File: config.mk
export PLATFORM = sky130hd
export DESIGN_NAME = stack_ctrl
export DESIGN_NICKNAME = d
export VERILOG_FILES = /design/src/rtl/stack_pkg.sv /design/src/rtl/stack_ctrl.sv
export SDC_FILE = /design/constraint.sdc
export NUM_CORES = 1
export LEC_CHECK = 0
export ABC_AREA = 1
export CORE_ASPECT_RATIO = 2
export CORE_MARGIN = 4
export CORE_UTILIZATION = 28
export DETAILED_ROUTE_END_ITERATION = 12
export PLACE_DENSITY_LB_ADDON = 0.25
export SETUP_SLACK_MARGIN = 0.05
export SLEW_MARGIN = 40
export SYNTH_ARGS = -nofsm -noshare
export SYNTH_HDL_FRONTEND = slang
export SYNTH_SLANG_ARGS = --single-unit
export TNS_END_PERCENT = 10
File: constraint.sdc
create_clock -name clk -period 5.8 [get_ports clk]
set_input_delay 0.87 -clock clk [delete_from_list [all_inputs] [get_ports clk]]
set_output_delay 0.87 -clock clk [all_outputs]
set_load 0.01 [all_outputs]
File: src/rtl/stack_pkg.sv
// Opcode encoding and legality helpers shared by the operand stack and the instruction decoder.
package stack_pkg;

  typedef enum logic [2:0] {
    OP_NOP     = 3'd0,
    OP_PUSH    = 3'd1,
    OP_POP     = 3'd2,
    OP_REPLACE = 3'd3,
    OP_DUP     = 3'd4,
    OP_SWAP    = 3'd5,
    OP_OVER    = 3'd6,
    OP_CLEAR   = 3'd7
  } stack_op_e;

  // Minimum number of valid entries the op reads before it may execute.
  function automatic logic [1:0] needs_operands(input stack_op_e op);
    logic [1:0] n;
    n = 2'd0;
    case (op)
      OP_POP, OP_REPLACE, OP_DUP: n = 2'd1;
      OP_SWAP, OP_OVER:           n = 2'd2;
      default:                    n = 2'd0;
    endcase
    return n;
  endfunction

  // True when the op grows the stack and therefore needs a free slot.
  function automatic logic needs_slot(input stack_op_e op);
    return (op == OP_PUSH) || (op == OP_DUP) || (op == OP_OVER);
  endfunction

endpackage

File: src/rtl/stack_ctrl.sv
// Parametrised LIFO operand stack: one op per clock, top two entries exposed combinationally.
// Rejected ops leave state untouched, pulse err for one cycle and set a sticky ovf/unf flag.
module stack_ctrl
  import stack_pkg::*;
#(
  parameter  int WIDTH = 16,
  parameter  int DEPTH = 8,
  localparam int CW    = $clog2(DEPTH + 1)
) (
  input  logic             clk,
  input  logic             rst_n,
  input  logic [2:0]       op,
  input  logic [WIDTH-1:0] data_in,
  output logic [WIDTH-1:0] tos,
  output logic [WIDTH-1:0] nos,
  output logic [CW-1:0]    count,
  output logic             empty,
  output logic             full,
  output logic             err,
  output logic             ovf,
  output logic             unf
);

  localparam int AW = (DEPTH > 1) ? $clog2(DEPTH) : 1;

  logic [WIDTH-1:0] mem_q [DEPTH];
  logic [WIDTH-1:0] mem_d [DEPTH];
  logic [CW-1:0]    count_q, count_d;
  logic             err_q, err_d;
  logic             ovf_q, ovf_d;
  logic             unf_q, unf_d;

  stack_op_e        op_e;
  logic [AW-1:0]    wr_idx, top_idx, nos_idx;
  logic [WIDTH-1:0] top_raw, nos_raw;
  logic             unf_hit, ovf_hit;

  assign op_e    = stack_op_e'(op);
  assign wr_idx  = AW'(count_q);
  assign top_idx = AW'(count_q - CW'(1));
  assign nos_idx = AW'(count_q - CW'(2));
  assign top_raw = mem_q[top_idx];
  assign nos_raw = mem_q[nos_idx];

  assign empty = (count_q == '0);
  assign full  = (count_q == CW'(DEPTH));

  // Stale memory below the fill level must never leak to the ALU.
  assign tos   = empty ? '0 : top_raw;
  assign nos   = (count_q < CW'(2)) ? '0 : nos_raw;
  assign count = count_q;
  assign err   = err_q;
  assign ovf   = ovf_q;
  assign unf   = unf_q;

  // Underflow is checked first so a short stack never reports overflow.
  assign unf_hit = (count_q < CW'(needs_operands(op_e)));
  assign ovf_hit = !unf_hit && needs_slot(op_e) && full;

  always_comb begin
    mem_d   = mem_q;
    count_d = count_q;
    err_d   = 1'b0;
    ovf_d   = ovf_q;
    unf_d   = unf_q;
    if (unf_hit) begin
      err_d = 1'b1;
      unf_d = 1'b1;
    end else if (ovf_hit) begin
      err_d = 1'b1;
      ovf_d = 1'b1;
    end else begin
      case (op_e)
        OP_PUSH: begin
          mem_d[wr_idx] = data_in;
          count_d       = count_q + CW'(1);
        end
        OP_POP: count_d = count_q - CW'(1);
        OP_REPLACE: mem_d[top_idx] = data_in;
        OP_DUP: begin
          mem_d[wr_idx] = top_raw;
          count_d       = count_q + CW'(1);
        end
        OP_SWAP: begin
          mem_d[top_idx] = nos_raw;
          mem_d[nos_idx] = top_raw;
        end
        OP_OVER: begin
          mem_d[wr_idx] = nos_raw;
          count_d       = count_q + CW'(1);
        end
        OP_CLEAR: begin
          count_d = '0;
          ovf_d   = 1'b0;
          unf_d   = 1'b0;
        end
        default: ;
      endcase
    end
  end

  always_ff @(posedge clk or negedge rst_n) begin
    if (!rst_n) begin
      count_q <= '0;
      err_q   <= 1'b0;
      ovf_q   <= 1'b0;
      unf_q   <= 1'b0;
    end else begin
      count_q <= count_d;
      err_q   <= err_d;
      ovf_q   <= ovf_d;
      unf_q   <= unf_d;
    end
  end

  // Storage carries no reset; count alone defines which entries are valid.
  always_ff @(posedge clk) begin
    mem_q <= mem_d;
  end

endmodule

==> results.yml <==
outcome:
  status: "complete, no violations"
timing:
  fin_setup_tns_ns: 0
  setup_viol: 0
  worst_slew_pin_slew_ns: 0.990
  max_freq_mhz: 204
  finalClockSkew_ns: 0.0120
  period_needed_ns: 4.90
  max-slew-margin-rel_pct: 34.0
  period_share_pct: 84.4
  rsz0062_at_grt: "no"
  final_hold_viol_count: 0
  drv_slew: 0
floorplan:
  num_rows: 129
  ios: 62
  initial_core_util_pct: 28.2
  die_h_um: 361
  core-area_um2: 61800
  die_width_um: 184
  fp.dieArea_um2: 66500
power_and_ir_drop:
  vdd_drop_max_mv: 0.558
  switching_share_pct: 64.9
  switchingPower_w: 0.00874
  pwr-share-clk_pct: 9.4
  power_density_nw_per_um2: 708
  pwr-share-seq_pct: 14.4
  combPwrFrac_pct: 76.2
  internal-power_w: 0.00472
  power_leakage_nw: 8.71
critical_path:
  critPathArrivalTime_ns: 4.03
  critPathRequiredTime_ns: 4.93
  timing.rr.start: "count[0]"
  crit_path_max_incr_delay_ns: 0.68
  r2r_setup_slack_ns: 1.73
  cp_max_fo: 28
  rr_worst_depth: 12
  path_cells: "inv_4 -> ha_2 -> clkinv_1 -> buf_4 -> nand2_1 -> nand2_1 -> nand2_1 -> nand2_2 -> nor2_1 -> clkdlybuf4s50_1"
  crit_type: "reg2out"
  end_kind: "output pin"
  startpoint_type: "flop"
  crit_path_frequent_cell: "nand2_1"
  critPathSlowestCell: "clkdlybuf4s50_1"
global_routing:
  grt_pass1_vias: 21100
  grt.total_usage_pct: 27.5
  grt_first_pass_wirelength_um: 137000
  grt_max_degree: 191
  antenna_found_initial: 5
  globalRouteOverflowTotal: 0
drt:
  first_pass_iters: 6
  drt_iter0_markers: 2490
  drt-total-wl_um: 94700
  wire_per_inst_um: 24.7
  drc_errors: 0
  vias_per_cell: 5.80
  ant_nets: 0
  num_vias: 22200
clock_network:
  numClockSinks: 135
  clk_pin_slew_ns: 0.07
  clk_latency_ns: 0.49
  cts_tree: "done"
  cts_hold_buf: 0
  post_cts_buffers: 0
  clockBufferDepth: 2
  post_cts_resized: 0
  cts.htree.levels: 4
  cts_buffers: 17
  clock-root-buffer: "clkbuf_16"
placed_design:
  place_congestion: 0.930
  dp_hpwl_um: 57100
  placed_cell_area_um2: 18300
  io_buffers: 61
finish:
  n_fill_cell: 7022
  finalNetCount: 3052
  final_layout_size_suffix_gt1_share_pct: 5.24
  area_delta_synth_final_pct: 9.00
  final_area_um2: 19000
yosys:
  seq_area_frac_synth_pct: 23.1
  synth.largest_area_cell: "nand2_1"
  avgSynthCellArea_um2: 5.50
  synth-warning-count: 0
  synth.area.top_cells: "nand2_1 (25%), edfxtp_1 (22%), o21ai_0 (12%)"
  yosys_register_bits: 135
  syn_inst: 3167
  netlist.area_leader.share_pct: 25.2
  ys_types: 29
  synth.net_count: 3195
  syn_area_um2: 17400
worst_hold_path:
  holdPathEnd: "unf"
  worstHoldStart: "unf"
  holdPathStages: 2
  min_path_type: "reg2reg"
run:
  drv_cap: 0
-- synthesized netlist by cell type --
master and count:
edfxtp_1 128, o21ai_1 18, xor2_1 2, buf_2 48
nand3_2 1, inv_4 2, clkbuf_1 161, nor2_2 7
nand2_2 17, dfrtp_1 7, o22ai_1 2, clkinv_1 2
nor3_4 1, nand3_1 356, buf_1 16, a21oi_1 403
buf_4 22, inv_2 8, clkbuf_2 10, o21ai_0 421
nor2_1 160, ha_1 7, o2111ai_1 1, nor2_4 8
nand2_1 1168, buf_6 19, inv_1 170, a31oi_1 1
o32ai_1 1
-- how the worst max path moves through the flow --
stage             start       to  slack, ns
2_1_floorplan  count[1]   tos[0]       2.51
3_3_place_gp      op[2]     flop       1.49
3_5_place_dp      op[2]     flop       1.48
4_1_cts        count[0]  tos[10]       0.97
5_1_grt        count[0]  tos[10]       0.80
6_report       count[0]  tos[10]       0.90
-- layer usage --
layer / part of all wire (%) / track usage, % / vias up
met5: 0.016 / 0 / -
met4: 9.9 / 23.3 / 2
met3: 8.4 / 4.84 / 495
met2: 48 / 46.2 / 1377
met1: 34 / 29.4 / 10100
li1: - / - / 10200
-- cells in the final DEF (no fill, tap or decap), types with 8 or more instances in the layout --
cell type        count
clkbuf_16           17
edfxtp_1           128
nand2_1           1162
buf_4               40
clkdlybuf4s50_1     61
nand2_2             21
o21ai_0            421
nor2_1             158
inv_4               10
o21ai_1             18
nand3_1            354
a21oi_4              8
inv_1              159
inv_2               12
a21oi_1            395
nor2_4              10
-- final cells by class --
type / instances / area (µm²) / share of cell area (%)
Sequential cell: 135 / 4020 / 21.2
Tap cell: 786 / 983 / 5.18
Inverter: 182 / 708 / 3.73
Timing Repair Buffer: 114 / 1110 / 5.87
Clock inverter: 15 / 185 / 0.975
Clock buffer: 17 / 425 / 2.24
Multi-Input combinational cell: 2574 / 11600 / 60.8
Antenna cell: 2 / 5.00 / 0.0263
-- kinds of logic after synthesis --
family	synth area share, %
DFF	23.1
AOI/OAI and AO/OA	24.4
and+or+nand+nor	40.4
adders and majority gates	0.502
buffers and inverters	11.6
xor gates and xnor gates	0.101
-- power groups by stage --
stage               logic (W)  registers [W]  clock network [W]
finish                 0.0103        0.00193            0.00126
global route           0.0109        0.00196            0.00130
CTS                   0.00996        0.00192            0.00127
detailed placement    0.00993        0.00194                  0
global placement      0.00989        0.00194                  0
floorplan             0.00612        0.00181                  0
-- worst max-delay path: cells and delay by family, from the launching register on --
kind	cells	cell delay (ns)
buffers and inverters	4	2.01
adders and majority gates	1	0.25
and+or+nand+nor	5	0.75
DFF	1	0.50
-- through the flow --
step           util, %  power [W]  setup slack (ns)  instances  hold WS (ns)
2_1_floorplan        -    0.00793              2.51       3167         0.560
3_3_place_gp      29.5     0.0118              1.49       3785         0.583
3_5_place_dp      29.6     0.0119              1.48       3788         0.566
4_1_cts           30.6     0.0131             0.970       3820         0.577
5_1_grt           30.7     0.0141             0.797       3824         0.615
6_report          30.7     0.0135             0.903       3825         0.593
Note: power is estimated with default switching activity, not from simulation.
